$ cat src/rtl/vid_pkg.sv
// rtl/vid_pkg.sv - register map, CTRL bit positions and default width for the video timing core
package vid_pkg;
  localparam int CW_DEF   = 11;
  localparam int NUM_TREG = 14;

  localparam logic [4:0] A_HP   = 5'd0;
  localparam logic [4:0] A_HBB  = 5'd1;
  localparam logic [4:0] A_HBE  = 5'd2;
  localparam logic [4:0] A_HDB  = 5'd3;
  localparam logic [4:0] A_HDE  = 5'd4;
  localparam logic [4:0] A_HSS  = 5'd5;
  localparam logic [4:0] A_HSE  = 5'd6;
  localparam logic [4:0] A_VP   = 5'd7;
  localparam logic [4:0] A_VBB  = 5'd8;
  localparam logic [4:0] A_VBE  = 5'd9;
  localparam logic [4:0] A_VDB  = 5'd10;
  localparam logic [4:0] A_VDE  = 5'd11;
  localparam logic [4:0] A_VSS  = 5'd12;
  localparam logic [4:0] A_VSE  = 5'd13;
  localparam int         A_VI0  = 14;
  localparam logic [4:0] A_HC   = 5'd24;
  localparam logic [4:0] A_VC   = 5'd25;
  localparam logic [4:0] A_LPH  = 5'd26;
  localparam logic [4:0] A_LPV  = 5'd27;
  localparam logic [4:0] A_CTRL = 5'd28;

  localparam int CTRL_EN  = 0;
  localparam int CTRL_IMM = 1;
endpackage

$ cat src/rtl/vid_sr_flag.sv
// rtl/vid_sr_flag.sv - enabled set/clear flag flop; clear beats set when both match
module vid_sr_flag (
  input  logic clk,
  input  logic rst_n,
  input  logic en_i,
  input  logic set_i,
  input  logic clr_i,
  output logic q_o
);
  logic q_q, q_d;

  always_comb begin
    q_d = q_q;
    if (en_i) begin
      if (clr_i)      q_d = 1'b0;
      else if (set_i) q_d = 1'b1;
    end
  end

  always_ff @(posedge clk or negedge rst_n) begin
    if (!rst_n) q_q <= 1'b0;
    else        q_q <= q_d;
  end

  assign q_o = q_q;
endmodule

$ cat src/rtl/vid_timing_gen.sv
// rtl/vid_timing_gen.sv - programmable H/V timing generator with shadowed timing regs,
// line interrupts and light-pen latch
module vid_timing_gen
  import vid_pkg::*;
#(
  parameter int CW  = CW_DEF,
  parameter int NVI = 2
) (
  input  logic           sys_clk,
  input  logic           resetl,
  input  logic           pix_en,
  input  logic           reg_wr,
  input  logic           reg_rd,
  input  logic [4:0]     reg_addr,
  input  logic [CW-1:0]  reg_din,
  output logic [CW-1:0]  reg_dout,
  input  logic           lp,
  input  logic [NVI-1:0] vint_ack,
  output logic [CW-1:0]  hcount,
  output logic [CW-1:0]  vcount,
  output logic           hblank,
  output logic           vblank,
  output logic           hsync_n,
  output logic           vsync_n,
  output logic           dactive,
  output logic           line_start,
  output logic           frame_start,
  output logic [NVI-1:0] vint,
  output logic           lp_valid
);
  logic [CW-1:0]  stg_q [NUM_TREG];
  logic [CW-1:0]  act_q [NUM_TREG];
  logic [CW-1:0]  vis_q [NVI];
  logic [CW-1:0]  via_q [NVI];
  logic [1:0]     ctrl_q;
  logic [CW-1:0]  hcnt_q, hcnt_d, vcnt_q, vcnt_d;
  logic [CW-1:0]  rd_d, dout_q, lph_q, lpv_q;
  logic [NVI-1:0] vint_q, vint_d;
  logic [2:0]     lp_s_q;
  logic           ls_q, fs_q, lpval_q, lpval_d;
  logic           tick, h_wrap, v_wrap, f_wrap, l_tick, act_load;
  logic           lp_edge, lp_clr, lp_latch;
  logic           hb, hs, hd, vb, vs, vd;

  assign tick     = pix_en & ctrl_q[CTRL_EN];
  assign h_wrap   = hcnt_q >= act_q[A_HP];
  assign v_wrap   = vcnt_q >= act_q[A_VP];
  assign l_tick   = tick & h_wrap;
  assign f_wrap   = l_tick & v_wrap;
  assign act_load = f_wrap | ~ctrl_q[CTRL_EN] | ctrl_q[CTRL_IMM];

  always_comb begin
    hcnt_d = hcnt_q;
    vcnt_d = vcnt_q;
    if (tick) begin
      if (h_wrap) begin
        hcnt_d = '0;
        vcnt_d = v_wrap ? '0 : vcnt_q + CW'(1);
      end else begin
        hcnt_d = hcnt_q + CW'(1);
      end
    end
  end

  // Active copies take the pre-write staging value, so a coincident write waits a frame.
  always_ff @(posedge sys_clk or negedge resetl) begin
    if (!resetl) begin
      for (int i = 0; i < NUM_TREG; i++) begin
        stg_q[i] <= '0;
        act_q[i] <= '0;
      end
      for (int k = 0; k < NVI; k++) begin
        vis_q[k] <= '0;
        via_q[k] <= '0;
      end
      ctrl_q <= '0;
    end else begin
      for (int i = 0; i < NUM_TREG; i++) begin
        if (reg_wr && reg_addr == 5'(i)) stg_q[i] <= reg_din;
        if (act_load)                    act_q[i] <= stg_q[i];
      end
      for (int k = 0; k < NVI; k++) begin
        if (reg_wr && reg_addr == 5'(A_VI0 + k)) vis_q[k] <= reg_din;
        if (act_load)                            via_q[k] <= vis_q[k];
      end
      if (reg_wr && reg_addr == A_CTRL) ctrl_q <= reg_din[1:0];
    end
  end

  always_comb begin
    rd_d = '0;
    for (int i = 0; i < NUM_TREG; i++)
      if (reg_addr == 5'(i)) rd_d = stg_q[i];
    for (int k = 0; k < NVI; k++)
      if (reg_addr == 5'(A_VI0 + k)) rd_d = vis_q[k];
    case (reg_addr)
      A_HC:    rd_d = hcnt_q;
      A_VC:    rd_d = vcnt_q;
      A_LPH:   rd_d = lph_q;
      A_LPV:   rd_d = lpv_q;
      A_CTRL:  rd_d = {{(CW-2){1'b0}}, ctrl_q};
      default: ;
    endcase
  end

  always_comb begin
    vint_d = vint_q & ~vint_ack;
    for (int k = 0; k < NVI; k++)
      if (l_tick && vcnt_d == via_q[k]) vint_d[k] = 1'b1;
  end

  assign lp_edge  = lp_s_q[1] & ~lp_s_q[2];
  assign lp_clr   = (reg_rd && reg_addr == A_LPV) | fs_q;
  assign lp_latch = lp_edge & (~lpval_q | lp_clr);
  assign lpval_d  = lp_latch | (lpval_q & ~lp_clr);

  always_ff @(posedge sys_clk or negedge resetl) begin
    if (!resetl) begin
      hcnt_q  <= '0;
      vcnt_q  <= '0;
      dout_q  <= '0;
      vint_q  <= '0;
      ls_q    <= 1'b0;
      fs_q    <= 1'b0;
      lp_s_q  <= '0;
      lpval_q <= 1'b0;
      lph_q   <= '0;
      lpv_q   <= '0;
    end else begin
      hcnt_q  <= hcnt_d;
      vcnt_q  <= vcnt_d;
      vint_q  <= vint_d;
      ls_q    <= l_tick;
      fs_q    <= f_wrap;
      lp_s_q  <= {lp_s_q[1:0], lp};
      lpval_q <= lpval_d;
      if (reg_rd) dout_q <= rd_d;
      if (lp_latch) begin
        lph_q <= hcnt_q;
        lpv_q <= vcnt_q;
      end
    end
  end

  vid_sr_flag u_hb (.clk(sys_clk), .rst_n(resetl), .en_i(tick),
    .set_i(hcnt_q == act_q[A_HBB]), .clr_i(hcnt_q == act_q[A_HBE]), .q_o(hb));
  vid_sr_flag u_hs (.clk(sys_clk), .rst_n(resetl), .en_i(tick),
    .set_i(hcnt_q == act_q[A_HSS]), .clr_i(hcnt_q == act_q[A_HSE]), .q_o(hs));
  vid_sr_flag u_hd (.clk(sys_clk), .rst_n(resetl), .en_i(tick),
    .set_i(hcnt_q == act_q[A_HDB]), .clr_i(hcnt_q == act_q[A_HDE]), .q_o(hd));
  vid_sr_flag u_vb (.clk(sys_clk), .rst_n(resetl), .en_i(l_tick),
    .set_i(vcnt_q == act_q[A_VBB]), .clr_i(vcnt_q == act_q[A_VBE]), .q_o(vb));
  vid_sr_flag u_vs (.clk(sys_clk), .rst_n(resetl), .en_i(l_tick),
    .set_i(vcnt_q == act_q[A_VSS]), .clr_i(vcnt_q == act_q[A_VSE]), .q_o(vs));
  vid_sr_flag u_vd (.clk(sys_clk), .rst_n(resetl), .en_i(l_tick),
    .set_i(vcnt_q == act_q[A_VDB]), .clr_i(vcnt_q == act_q[A_VDE]), .q_o(vd));

  assign hcount      = hcnt_q;
  assign vcount      = vcnt_q;
  assign hblank      = hb;
  assign vblank      = vb;
  assign hsync_n     = ~hs;
  assign vsync_n     = ~vs;
  assign dactive     = ~hb & ~vb & hd & vd;
  assign line_start  = ls_q;
  assign frame_start = fs_q;
  assign vint        = vint_q;
  assign lp_valid    = lpval_q;
  assign reg_dout    = dout_q;
endmodule

$ cat config.mk
export PLATFORM = sky130hd
export DESIGN_NAME = vid_timing_gen
export DESIGN_NICKNAME = d
export VERILOG_FILES = /design/src/rtl/vid_pkg.sv /design/src/rtl/vid_sr_flag.sv /design/src/rtl/vid_timing_gen.sv
export SDC_FILE = /design/constraint.sdc
export NUM_CORES = 1
export LEC_CHECK = 0
export CAP_MARGIN = 20
export CORE_MARGIN = 2
export CORE_UTILIZATION = 45
export DETAILED_ROUTE_END_ITERATION = 6
export MAX_ROUTING_LAYER = met4
export PLACE_DENSITY = 0.58
export REMOVE_ABC_BUFFERS = 1
export SLEW_MARGIN = 5
export SYNTH_ARGS = -nofsm -noshare
export SYNTH_HDL_FRONTEND = slang
export SYNTH_SLANG_ARGS = --single-unit
$ cat constraint.sdc
create_clock -name sys_clk -period 4.25 [get_ports sys_clk]
set_input_delay 0.85 -clock sys_clk [delete_from_list [all_inputs] [get_ports sys_clk]]
set_output_delay 0.85 -clock sys_clk [all_outputs]
set_load 0.05 [all_outputs]
==> summary.txt <==
Worst setup path
  – R2r endpoint: vint[1]
  – Crit path arrival time: 4.10 ns
  – Worst setup path start: vcount[0]
  – Worst r2r path cells: 11
  – CP Max Fanout: 17
  – Reg2reg setup slack: 0.66 ns
  – Worst Path Required: 4.75 ns
  – CP Class: reg2reg
  – Critical path launch point type: register
  – Critical Path Sink Type: register
  – Worst r2r src: vcount[0]

Cells and area
  – Non-filler cells, final: 2,376
  – Most common cell after layout, fill and taps aside: dfrtp_1
  – Register Area: 10,600 um^2
  – Multi-input logic area: 9390 um^2
  – Fillers: 3,952
  – Commonest cells after routing, fill and taps aside: dfrtp_1, mux2_2, mux2_1
  – Nets: 1,796
  – Ant. Diodes: 0
  – Area grow syn2layout: 15.0%
  – Layout cells sized above 1: 0.243

STA
  – RSZ-0062 raised after global routing: no
  – Final setup fails: 0
  – Slew headroom: 0.217
  – Final Hold Fails: 0
  – Least-Margin Pin Slew: 1.17 ns
  – Final worst-path cycle share: 0.846
  – Final worst path period need: 3.59 ns
  – Worst hold slack: 0.351 ns
  – TNS Setup: 0 ns
  – Pins over their slew limit: 0
  – Highest clock rate: 278 MHz
  – Clock skew: 0.0192 ns

Clock tree
  – CTS tree: yes
  – Clk pin slew, worst setup/hold paths: 0.06 ns
  – Clock Root Buffer: clkbuf_16
  – Post-CTS setup buffer count: 0
  – Post_cts resized: 0
  – H-tree Lvls: 2
  – CTS Buffer Depth: 3
  – CTS buffer count: 48
  – CTS Hold Bufs: 0
  – Clock Sink Count: 423
  – Clock latency on the worst-skew pair: 0.59 ns

Synthesis
  – Synthesized cell area: 20,700 um^2
  – Synth Flop Type: dfrtp_1
  – Async SR Flop Fraction: 1.00
  – FF+latch count, synth: 423
  – Gate Count Post-Synth: 1,662
  – Cell variety after synth: 60
  – Mean Syn Cell Area: 12.4 um^2
  – Warnings, synthesis: 0
  – Sequential fraction of the synthesis area: 0.512
  – EDFF count, synth: 0

Hold path
  – Min-delay src: lp_s_q[0]
  – WHS Endpoint: lp_s_q[1]
  – HP Class: reg2reg
  – Worst hold path stage count: 0

GRT
  – GRT overflow: 0
  – Number of global-route vias before repair: 14.6k
  – Global-route wire length before repair: 101,000 um
  – GRT Util Overall: 0.300
  – Initial antenna violation count: 3
  – Largest net degree at the start of global routing: 107

Power
  – Part of the power in the clock network: 0.300
  – Flop pwr share: 0.431
  – Switching share of power: 0.335
  – Comb power frac: 0.269
  – Max VDD drop: 329 uV
  – Int Power: 8.91 mW
  – Pleak: 10.7 nW
  – P_sw: 4.48 mW
  – Power Dens Cells: 564 nW/um^2

Place
  – Routability congestion estimate: 0.994
  – Port-buffer cells: 66
  – DP HPWL: 47,000 um
  – Placed Cells incl. Taps: 2,298

Drt
  – Routed Antenna Nets: 0
  – DRC viols: 0
  – Vias: 14.3k
  – Starting DRT DRC Count: 1,197
  – Vias/cell: 6.03
  – Avg WL per Cell: 28.4 um
  – Routed wire length: 67,400 um
  – Pre-antenna DRT Iters: 6

Outcome
  – Outcome: finished clean

Floorplanning
  – Initial Util: 0.455
  – Die extent in x: 218 um
  – Die H: 218 um
  – Placeable Area: 45,400 um^2
  – FP Rows: 78
  – IO Count: 67
  – Die area: 47,600 um^2

Run
  – Max-capacitance violation count: 0
==> synth_stat cells (all sizes together) (6+ instances only) <==
library cell	number	area, um^2
dfrtp	423	10600
mux2	375	4220
xnor2	79	692
xor2	76	666
nor2	75	282
nand2	70	263
clkbuf	55	206
o21ai	54	274
buf	53	318
a21oi	49	245
inv	44	165
nand3	31	155
mux4	28	631
nand4	25	163
nor4	25	156
ha	24	300
nor3	20	100
mux2i	18	180
a31oi	16	100
o22ai	10	62.6
a22oi	9	67.6
a32oi	8	70.1
o211ai	8	60.1
o221ai	8	70.1
and3	7	43.8
and2	6	37.5
o2111ai	6	52.6
==> layer usage <==
layer / global-route usage / routed length [um]
met2: 0.473 / 32100
met1: 0.414 / 30400
met3: 0.0287 / 3030
met5: - / 0
met4: 0.0918 / 1900
==> worst max-delay path by stage <==
stage / endpoint / cells after the start
global placement: reg_dout[0] / 10
floorplan: act_q[109] / 8
finish: vint[1] / 11
global route: vint[1] / 11
detailed placement: reg_dout[0] / 10
CTS: vint[1] / 11
==> cells by family after synthesis <==
logic type,count (synthesis),synth area share
simple gates,281,0.0661
compound gates,205,0.0642
xor+xnor,155,0.0657
flops,423,0.512
fa+ha+maj,24,0.0145
mux,421,0.244
buf+inv,153,0.0335
==> layout make-up <==
type	count	area share
timing repair buffer	144	0.0582
clock inverter	11	0.00511
inverter	45	0.00711
clock buffer	67	0.0574
tap	600	0.0316
multi-input combinational	1086	0.395
sequential	423	0.445
==> critical path: stages (launching register included) <==
cell	delay (ns)
dfrtp_1	0.34
buf_4	0.33
ha_1	0.43
nand4_1	0.32
nor2_1	0.45
xnor2_1	0.17
o32a_1	0.20
a21oi_1	0.07
a2bb2oi_1	0.15
a2111oi_0	0.65
o2111ai_1	0.24
o22ai_1	0.16
==> power groups by stage <==
| stage | sequential [mW] | combinational (mW) | clock (mW) |
|---|---|---|---|
| 2_1_floorplan | 5.75 | 2.14 | 0 |
| 3_3_place_gp | 5.80 | 3.54 | 0 |
| 3_5_place_dp | 5.83 | 3.59 | 0 |
| 4_1_cts | 5.77 | 3.61 | 4.08 |
| 5_1_grt | 5.88 | 3.89 | 4.25 |
| 6_report | 5.78 | 3.60 | 4.02 |
==> sequential cells by signal, summed over array words and instances (netlist names) <==
| name | flops |
|---|---|
| act_q | 154 |
| stg_q | 154 |
| via_q | 22 |
| vis_q | 22 |
| hcount | 11 |
| lph_q | 11 |
| lpv_q | 11 |
| reg_dout | 11 |
| vcount | 11 |
| lp_s_q | 3 |
| ctrl_q | 2 |
| vint | 2 |
| frame_start | 1 |
| line_start | 1 |
| lp_valid | 1 |
| u_hb.q_o | 1 |
| u_hd.q_o | 1 |
| u_hs.q_o | 1 |
| u_vb.q_o | 1 |
| u_vd.q_o | 1 |
| u_vs.q_o | 1 |
==> metrics by stage <==
stage                     setup slack [ns]  power [mW]   util  area (um^2)
after floorplan                      -3.37        7.89      -        20100
after CTS                            0.760        13.5  0.524        23800
after global routing                 0.454        14.0  0.524        23800
after global placement               0.548        9.35  0.490        22200
final                                0.656        13.4  0.524        23800
after detailed placement             0.532        9.42  0.491        22300
Power figures use the tool's default switching activity.
